## src/rtl/mem_arb_pkg.sv

```systemverilog
// Shared types and constants for the unified-memory port arbiter.
// Used by the priority/run-counter sub-module and the arbiter top.
package mem_arb_pkg;

    typedef enum logic [1:0] {
        IDLE = 2'd0,
        REQ  = 2'd1,
        RESP = 2'd2
    } arb_state_t;

    typedef enum logic [1:0] {
        NONE = 2'd0,
        IF   = 2'd1,
        DM   = 2'd2
    } arb_owner_t;

    localparam int MAX_DM_RUN_W = 4;

    // Saturating increment for the data-port run counter.
    function automatic logic [MAX_DM_RUN_W-1:0] sat_inc(
        input logic [MAX_DM_RUN_W-1:0] value,
        input logic [MAX_DM_RUN_W-1:0] limit
    );
        logic [MAX_DM_RUN_W-1:0] result;
        if (value >= limit) begin
            result = limit;
        end else begin
            result = value + {{(MAX_DM_RUN_W-1){1'b0}}, 1'b1};
        end
        return result;
    endfunction

endpackage

```

## src/rtl/mem_arb_prio.sv

```systemverilog
// Fixed data-port priority with a starvation guard: once the data port has
// won MAX_DM_RUN grants in a row against a pending fetch, fetch wins next.
module mem_arb_prio
    import mem_arb_pkg::*;
#(
    parameter int MAX_DM_RUN = 4
) (
    input  logic clk,
    input  logic rst,
    input  logic arb_en,
    input  logic if_elig,
    input  logic dm_elig,
    input  logic if_req,
    output logic grant_if,
    output logic grant_dm
);

    localparam logic [MAX_DM_RUN_W-1:0] RUN_MAX = MAX_DM_RUN_W'(MAX_DM_RUN);

    logic [MAX_DM_RUN_W-1:0] run_cnt_r;
    logic                    guard_s;

    // Select the winner; fetch only beats the data port once the run limit is hit.
    always_comb begin
        guard_s  = (run_cnt_r == RUN_MAX);
        grant_if = 1'b0;
        grant_dm = 1'b0;
        if (arb_en) begin
            grant_if = if_elig & (~dm_elig | guard_s);
            grant_dm = dm_elig & ~(if_elig & guard_s);
        end else begin
            grant_if = 1'b0;
            grant_dm = 1'b0;
        end
    end

    // Count consecutive data grants that were made while fetch was waiting.
    always_ff @(posedge clk) begin
        if (!rst) begin
            run_cnt_r <= {MAX_DM_RUN_W{1'b0}};
        end else if (grant_if) begin
            run_cnt_r <= {MAX_DM_RUN_W{1'b0}};
        end else if (grant_dm) begin
            if (if_req) begin
                run_cnt_r <= sat_inc(run_cnt_r, RUN_MAX);
            end else begin
                run_cnt_r <= {MAX_DM_RUN_W{1'b0}};
            end
        end else begin
            run_cnt_r <= run_cnt_r;
        end
    end

endmodule

```

## src/rtl/mem_port_arbiter.sv

```systemverilog
// Shares one single-port, variable-latency memory between fetch and the data
// stage; one transaction outstanding at a time, acks and read data registered.
module mem_port_arbiter
    import mem_arb_pkg::*;
#(
    parameter int AW         = 32,
    parameter int DW         = 32,
    parameter int MAX_DM_RUN = 4
) (
    input  logic          clk,
    input  logic          rst,
    input  logic          if_req,
    input  logic [AW-1:0] if_addr,
    output logic [DW-1:0] if_rdata,
    output logic          if_ack,
    input  logic          dm_req,
    input  logic          dm_we,
    input  logic [AW-1:0] dm_addr,
    input  logic [DW-1:0] dm_wdata,
    output logic [DW-1:0] dm_rdata,
    output logic          dm_ack,
    output logic          mem_req,
    output logic          mem_we,
    output logic [AW-1:0] mem_addr,
    output logic [DW-1:0] mem_wdata,
    input  logic          mem_gnt,
    input  logic          mem_rvalid,
    input  logic [DW-1:0] mem_rdata,
    output logic          stall_if,
    output logic          stall_dm
);

    arb_state_t state_r, state_s;
    arb_owner_t owner_r;

    logic          mem_req_r, mem_we_r;
    logic [AW-1:0] mem_addr_r;
    logic [DW-1:0] mem_wdata_r;
    logic          if_ack_r, dm_ack_r;
    logic [DW-1:0] if_rdata_r, dm_rdata_r;
    logic          grant_if_s, grant_dm_s;
    logic          if_elig_s, dm_elig_s;

    // A requester whose ack is pulsing still holds req for its next access.
    assign if_elig_s = if_req & ~if_ack_r;
    assign dm_elig_s = dm_req & ~dm_ack_r;

    mem_arb_prio #(
        .MAX_DM_RUN (MAX_DM_RUN)
    ) u_prio (
        .clk      (clk),
        .rst      (rst),
        .arb_en   (state_r == IDLE),
        .if_elig  (if_elig_s),
        .dm_elig  (dm_elig_s),
        .if_req   (if_req),
        .grant_if (grant_if_s),
        .grant_dm (grant_dm_s)
    );

    // State register.
    always_ff @(posedge clk) begin
        if (!rst) begin
            state_r <= IDLE;
        end else begin
            state_r <= state_s;
        end
    end

    // Next-state logic.
    always_comb begin
        state_s = state_r;
        case (state_r)
            IDLE: begin
                if (grant_if_s || grant_dm_s) begin
                    state_s = REQ;
                end else begin
                    state_s = IDLE;
                end
            end
            REQ: begin
                if (mem_gnt) begin
                    state_s = mem_we_r ? IDLE : RESP;
                end else begin
                    state_s = REQ;
                end
            end
            RESP: begin
                if (mem_rvalid) begin
                    state_s = IDLE;
                end else begin
                    state_s = RESP;
                end
            end
            default: state_s = IDLE;
        endcase
    end

    // Request, response and ack datapath registers.
    always_ff @(posedge clk) begin
        if (!rst) begin
            owner_r     <= NONE;
            mem_req_r   <= 1'b0;
            mem_we_r    <= 1'b0;
            mem_addr_r  <= {AW{1'b0}};
            mem_wdata_r <= {DW{1'b0}};
            if_ack_r    <= 1'b0;
            dm_ack_r    <= 1'b0;
            if_rdata_r  <= {DW{1'b0}};
            dm_rdata_r  <= {DW{1'b0}};
        end else begin
            if_ack_r <= 1'b0;
            dm_ack_r <= 1'b0;
            case (state_r)
                IDLE: begin
                    if (grant_dm_s) begin
                        owner_r     <= DM;
                        mem_req_r   <= 1'b1;
                        mem_we_r    <= dm_we;
                        mem_addr_r  <= dm_addr;
                        mem_wdata_r <= dm_wdata;
                    end else if (grant_if_s) begin
                        owner_r     <= IF;
                        mem_req_r   <= 1'b1;
                        mem_we_r    <= 1'b0;
                        mem_addr_r  <= if_addr;
                        mem_wdata_r <= {DW{1'b0}};
                    end
                end
                REQ: begin
                    if (mem_gnt) begin
                        mem_req_r <= 1'b0;
                        if (mem_we_r) begin
                            dm_ack_r <= 1'b1;
                            owner_r  <= NONE;
                        end
                    end
                end
                RESP: begin
                    if (mem_rvalid) begin
                        owner_r <= NONE;
                        if (owner_r == IF) begin
                            if_rdata_r <= mem_rdata;
                            if_ack_r   <= 1'b1;
                        end else if (owner_r == DM) begin
                            dm_rdata_r <= mem_rdata;
                            dm_ack_r   <= 1'b1;
                        end
                    end
                end
                default: begin
                    mem_req_r <= 1'b0;
                    owner_r   <= NONE;
                end
            endcase
        end
    end

    assign mem_req   = mem_req_r;
    assign mem_we    = mem_we_r;
    assign mem_addr  = mem_addr_r;
    assign mem_wdata = mem_wdata_r;
    assign if_ack    = if_ack_r;
    assign dm_ack    = dm_ack_r;
    assign if_rdata  = if_rdata_r;
    assign dm_rdata  = dm_rdata_r;
    assign stall_if  = if_req & ~if_ack_r;
    assign stall_dm  = dm_req & ~dm_ack_r;

endmodule

```

## config.mk

```make
export PLATFORM = sky130hd
export DESIGN_NAME = mem_port_arbiter
export DESIGN_NICKNAME = d
export VERILOG_FILES = /design/src/rtl/mem_arb_pkg.sv /design/src/rtl/mem_arb_prio.sv /design/src/rtl/mem_port_arbiter.sv
export SDC_FILE = /design/constraint.sdc
export NUM_CORES = 1
export LEC_CHECK = 0
export CAP_MARGIN = 20
export CORE_MARGIN = 3
export CORE_UTILIZATION = 39
export DETAILED_ROUTE_END_ITERATION = 10
export HOLD_SLACK_MARGIN = 0.15
export PLACE_DENSITY_LB_ADDON = 0.12
export REMOVE_ABC_BUFFERS = 1
export SYNTH_ARGS = -nofsm -noshare
export SYNTH_HDL_FRONTEND = slang
export SYNTH_SLANG_ARGS = --single-unit
```

## constraint.sdc

```tcl
create_clock -name clk -period 1.95 [get_ports clk]
set_input_delay 0.39 -clock clk [delete_from_list [all_inputs] [get_ports clk]]
set_output_delay 0.39 -clock clk [all_outputs]
set_load 0.005 [all_outputs]
```

Word level (Yosys, flattened, before mapping)
Index checks and enable logic that the tools add are counted.
{ "op_classes": {"mux": 32, "reduce_logical": 10, "eq_ne": 9, "n_bitwise": 13, "addsub": 1, "order_cmp": 1} }
{ "ops": {"columns": ["op", "n"], "rows": [
  ["$mux W32", 4],
  ["$mux W2", 8],
  ["$mux W1", 14],
  ["$pmux W2 S3", 2],
  ["$reduce_and A3 Y1", 3],
  ["$mux W4", 2],
  ["$reduce_and A4 Y1", 2],
  ["$not A1 Y1", 7],
  ["$ne A2 B2 Y1 const B", 3],
  ["$and A1 B1 Y1", 5],
  ["$add A4 B1 Y4 const B", 1],
  ["$eq A2 B1 Y1 const B", 2],
  ["$eq A2 B2 Y1 const B", 2],
  ["$eq A4 B3 Y1 const B", 1],
  ["$ge A4 B3 Y1 const B", 1],
  ["$ne A3 B3 Y1 const B", 1],
  ["$pmux W1 S3", 1],
  ["$logic_not A2 Y1", 1],
  ["$pmux W1 S2", 1],
  ["$reduce_and A2 Y1", 1],
  ["$reduce_bool A2 Y1", 1],
  ["$reduce_or A2 Y1", 1],
  ["$logic_or A1 B1 Y1", 1],
  ["$or A1 B1 Y1", 1]
]} }
{ "word_totals": {"word_cells": 77, "in_bits": 135, "register_bits": 140, "out_inout_bits": 134} }

Logic depth before layout (Yosys ltp)
{ "logic_depth": {"ltp_word": 9, "depth_mapped": 9, "mapped_depth_nobuf": 6} }

Hierarchy
A second synthesis with hierarchy kept.
{ "unflattened": {"hier_cells": 609, "hier_area_um2": 5522.8} }
{ "modules_own_cells": {"columns": ["mod", "instances", "cells_per_inst", "area_per_inst_um2"], "rows": [
  ["mem_port_arbiter", 1, 579, 5253.8],
  ["mem_arb_prio", 1, 30, 269.0]
]} }

Worst setup path after synthesis
No wires, ideal clock.
{ "synth_path": {"path_kind": "flip-flop to flip-flop", "start": "register state_r[0]", "end": "register mem_addr_r[21] (netlist: mem_addr[21])", "arrival_time_ns": 1.395, "stages_incl_launch_ff": 10, "slack_ns": 0.423, "path_buffers": 3, "path_cell_list": "dfxtp_1 > inv_1 > ha_1 > nand3b_1 > o21ba_1 > buf_2 > buf_6 > buf_6 > nand2_1 > a21oi_1"} }
{ "synth_via": {"elab_chain_cells": 4} }
{ "synth_rtl": {"columns": ["item", "line_no", "source"], "rows": [
  ["start: declaration", "mem_port_arbiter.sv:33", "arb_state_t state_r, state_s;"],
  ["start signal: assignment", "mem_port_arbiter.sv:66", "state_r <= state_s;"],
  ["$logic_not A2 Y1 (*)", "mem_port_arbiter.sv:53", ".arb_en (state_r == IDLE),"],
  ["net u_prio.arb_en", "mem_arb_prio.sv:10", "input logic arb_en,"],
  ["$mux W1", "mem_arb_prio.sv:28", "if (arb_en) begin"],
  ["$reduce_bool A2 Y1 (no source line)", null, null],
  ["$reduce_and A2 Y1 (no source line)", null, null],
  ["end signal: assignment", "mem_port_arbiter.sv:105", "mem_addr_r <= {AW{1'b0}};"],
  ["end signal: assignment", "mem_port_arbiter.sv:120", "mem_addr_r <= dm_addr;"],
  ["end signal: assignment", "mem_port_arbiter.sv:126", "mem_addr_r <= if_addr;"],
  ["end: declaration", "mem_port_arbiter.sv:37", "logic [AW-1:0] mem_addr_r;"]
]} }
Mark *: on every way through the listed nets, which the timed path passes. The rest lies on a longest branch.
A chain may end at the register's enable or synchronous reset.

Worst setup path after layout
{ "layout_path": {"start": "register if_ack_r (netlist: if_ack)", "end": "output stall_if"} }
{ "layout_via": {"elab_chain_cells": 2} }
{ "layout_rtl": {"columns": ["item", "line_no", "source"], "rows": [
  ["start: declaration", "mem_port_arbiter.sv:39", "logic if_ack_r, dm_ack_r;"],
  ["start signal: assignment", "mem_port_arbiter.sv:107", "if_ack_r <= 1'b0;"],
  ["start signal: assignment", "mem_port_arbiter.sv:112", "if_ack_r <= 1'b0;"],
  ["start signal: assignment", "mem_port_arbiter.sv:144", "if_ack_r <= 1'b1;"],
  ["$not A1 Y1", "mem_port_arbiter.sv:167", "assign stall_if = if_req & ~if_ack_r;"],
  ["$and A1 B1 Y1", "mem_port_arbiter.sv:167", null],
  ["end: declaration", "mem_port_arbiter.sv:29", "output logic stall_if,"]
]} }
Every way passes these cells.

==> results.py <==
metrics = {
    "run_status": {
        "status": "finished clean",
    },
    "drt": {
        "drt-pass1-iter-count": 5,
        "ant_nets": 0,
        "vias": 5322,
        "remaining_drc_errors": 0,
        "drt-total-wl_um": 17400,
        "drt_iter0_drc": 332,
        "wl_per_cell_um": 16.6,
        "via_per_inst": 5.06,
    },
    "finish": {
        "multi_input_area_mm2": 0.00212,
        "syn_to_final_growth_pct": 68.8,
        "fin_nets": 1008,
        "regArea_mm2": 0.00280,
        "final_cells": 1051,
        "diodes": 0,
        "drive_gt1_share_pct": 6.71,
        "nFillCells": 1021,
    },
    "worst_setup_path": {
        "worstPathMaxFanout": 2,
        "rr_startpoint": "state_r[0]",
        "crit_type": "reg -> out",
        "reg2reg_depth": 7,
        "end_kind": "primary output",
        "cp_num_buf_inv": 2,
        "crit_chain": "nand2b_2, inv_1, clkdlybuf4s50_1",
        "r2r_slack_ns": 0.26,
        "reg2reg_to": "u_prio.run_cnt_r[1]",
        "crit_family": "buffers and inverters",
        "startpoint_type": "flop",
        "slowest_stage": "clkdlybuf4s50_1",
        "slowest_delay_ns": 0.49,
        "cp.arrival_ns": 1.48,
        "crit_required_ns": 1.56,
    },
    "floorplan": {
        "die_x_um": 121,
        "die_h_um": 121,
        "row_count": 41,
        "core-area_mm2": 0.0128,
        "initial_core_util_pct": 40.3,
        "die_area_mm2": 0.0146,
        "io_pins": 269,
    },
    "placed_design": {
        "dpl.hpwl_um": 12500,
        "numPlacedInstances": 1020,
        "port_buffers": 268,
        "gp_congestion": 0.829,
    },
    "global_routing": {
        "grt_pass1_wl_um": 27200,
        "grt_pass1_vias": 5549,
        "grtUsageTotal_pct": 23.5,
        "grt_start_max_net_pins": 71,
        "antenna_found_initial": 0,
        "overflow": 0,
    },
    "clock_tree": {
        "htreeDepth": 4,
        "cts_tree": "done",
        "root_buffer": "clkbuf_16",
        "numCtsBuffers": 17,
        "cts_buffer_depth": 2,
        "cts.sinks": 140,
        "clk_pin_slew_worst_paths_ns": 0.06,
        "clkLatencyLatePin_ns": 0.41,
        "cts_hold_buf": 0,
        "cts_setup_buffers": 0,
    },
    "synthesis": {
        "syn_area_per_cell_um2": 8.53,
        "ys_seq_elements": 140,
        "ys.flop_type": "dfxtp_1",
        "synth_edf_count": 0,
        "synth.distinct_cells": 31,
        "synth-seq-area-share_pct": 54.5,
        "async_flop_share_pct": 0,
        "yosys_warnings": 0,
        "netlist_instances": 603,
        "syn-cell-area_mm2": 0.00514,
    },
    "sta": {
        "max_freq_mhz": 534,
        "slew_violations": 0,
        "fin_crit_ns": 1.87,
        "rsz0062_at_grt": "false",
        "hold_violations": 0,
        "slew-limit-headroom_pct": 76.4,
        "finalSetupViolCount": 0,
        "clock_skew_ns": 0.00552,
        "finalCritPeriodShare_pct": 96.1,
        "tightest_slew_ns": 0.354,
    },
    "pwr": {
        "max-vdd-ir-drop_mv": 0.573,
        "power_density_mw_per_mm2": 835,
        "p_leak_nw": 3.12,
        "power.total_mw": 7.25,
    },
    "min_path": {
        "holdPathStages": 2,
        "min_path_type": "reg -> reg",
        "hold_path_end": "dm_rdata[14]",
        "hp-start": "dm_rdata[14]",
    },
    "run": {
        "cap_violations": 0,
    },
}
## cells in the mapped netlist, types with 5 or more instances
cell type  number  area share [%]
a21oi_1       103              10
a22oi_1        65             9.5
buf_2          19             1.8
clkbuf_1       22             1.6
dfxtp_1       140              55
ha_1            6             1.5
inv_1           7            0.51
nand2_1       166              12
nand2b_1        5            0.61
nor2_1         41             3.0
## area by class of cell
type | count | share of cell area (%)
repair buffers | 289 | 33.7
flip-flops and latches | 140 | 32.3
multi-input cells | 410 | 24.4
clock buffers | 24 | 5.66
well taps | 172 | 2.48
clock inverters | 7 | 1.01
inverters | 9 | 0.418
## placed cells by master, fill, tap and decap left out, types with 4 or more instances in the layout
cell type	instances
ha_1	6
nand2b_1	5
buf_4	14
dfxtp_1	140
clkbuf_16	17
inv_1	7
a22oi_1	65
buf_12	7
clkdlybuf4s50_1	266
a21oi_1	103
nor2_1	41
nand2_1	166
clkbuf_8	4
clkinv_2	4
## metal layers
metal / part of all wire, % / routed length [µm] / track usage [%] / vias to the layer above
met1: 38 / 6540 / 25.9 / 2482
met2: 49 / 8560 / 38.9 / 226
met5: 0 / 0 / 0 / -
met4: 3.6 / 620 / 11.5 / 0
li1: - / - / - / 2571
met3: 9.7 / 1680 / 9.82 / 43
## logic make-up after synthesis
logic type      Yosys count  share of synthesized area (%)
simple gates            226                           18.1
compound gates          177                           21.1
flops                   140                           54.5
buf+inv                  53                           4.70
fa+ha+maj                 6                           1.46
mux                       1                          0.195
## flip-flops by register name, summed over array words and instances (netlist names)
name and cells:
state_r 2, mem_wdata 32, dm_ack 1, mem_we 1, u_prio.run_cnt_r 4, mem_req 1
dm_rdata 32, owner_r 2, if_ack 1, if_rdata 32, mem_addr 32
## tightest hold or removal path, delay by kind of cell (launching register included)
family | cells | cell delay (ns)
AO/OA/AOI/OAI | 1 | 0.05
flip-flops | 1 | 0.30
AND/OR/NAND/NOR | 1 | 0.05
## through the flow
step / setup WS [ns] / utilization [%] / setup TNS (ns) / instance area [µm²] / hold slack [ns]
final: 0.0768 / 68.0 / 0 / 8680 / 0.452
after global routing: 0.0199 / 68.0 / 0 / 8680 / 0.464
after CTS: 0.0462 / 67.9 / 0 / 8680 / 0.454
after detailed placement: -0.0805 / 63.4 / -1.82 / 8100 / 0.446
after global placement: -0.0223 / 63.4 / -0.0566 / 8100 / 0.440
after floorplan: -0.560 / - / -34.73 / 4930 / 0.453
## how the worst max path moves through the flow
| stage | start | end | cells past startpoint |
|---|---|---|---|
| 2_1_floorplan | state_r[0] | u_prio.run_cnt_r[0] | 6 |
| 3_3_place_gp | if_req | stall_if | 4 |
| 4_1_cts | dm_req | stall_dm | 4 |
| 3_5_place_dp | if_req | mem_addr[14] | 7 |
| 5_1_grt | if_ack | stall_if | 3 |
| 6_report | if_ack | stall_if | 3 |
## power by group
group,leakage [nW],internal (mW),switching (mW),total (mW)
combinational,1.69,0.610,0.434,1.04
sequential,1.14,2.99,0.0767,3.06
clock,0.286,2.00,1.14,3.15
## timing repair
| item | 4_1_cts | 5_1_grt |
|---|---|---|
| gates resized for setup | 1 | 1 |
| pin swaps | 0 | 0 |
| endpoints found under the setup margin | 1 | 1 |
Power figures use the tool's default switching activity.
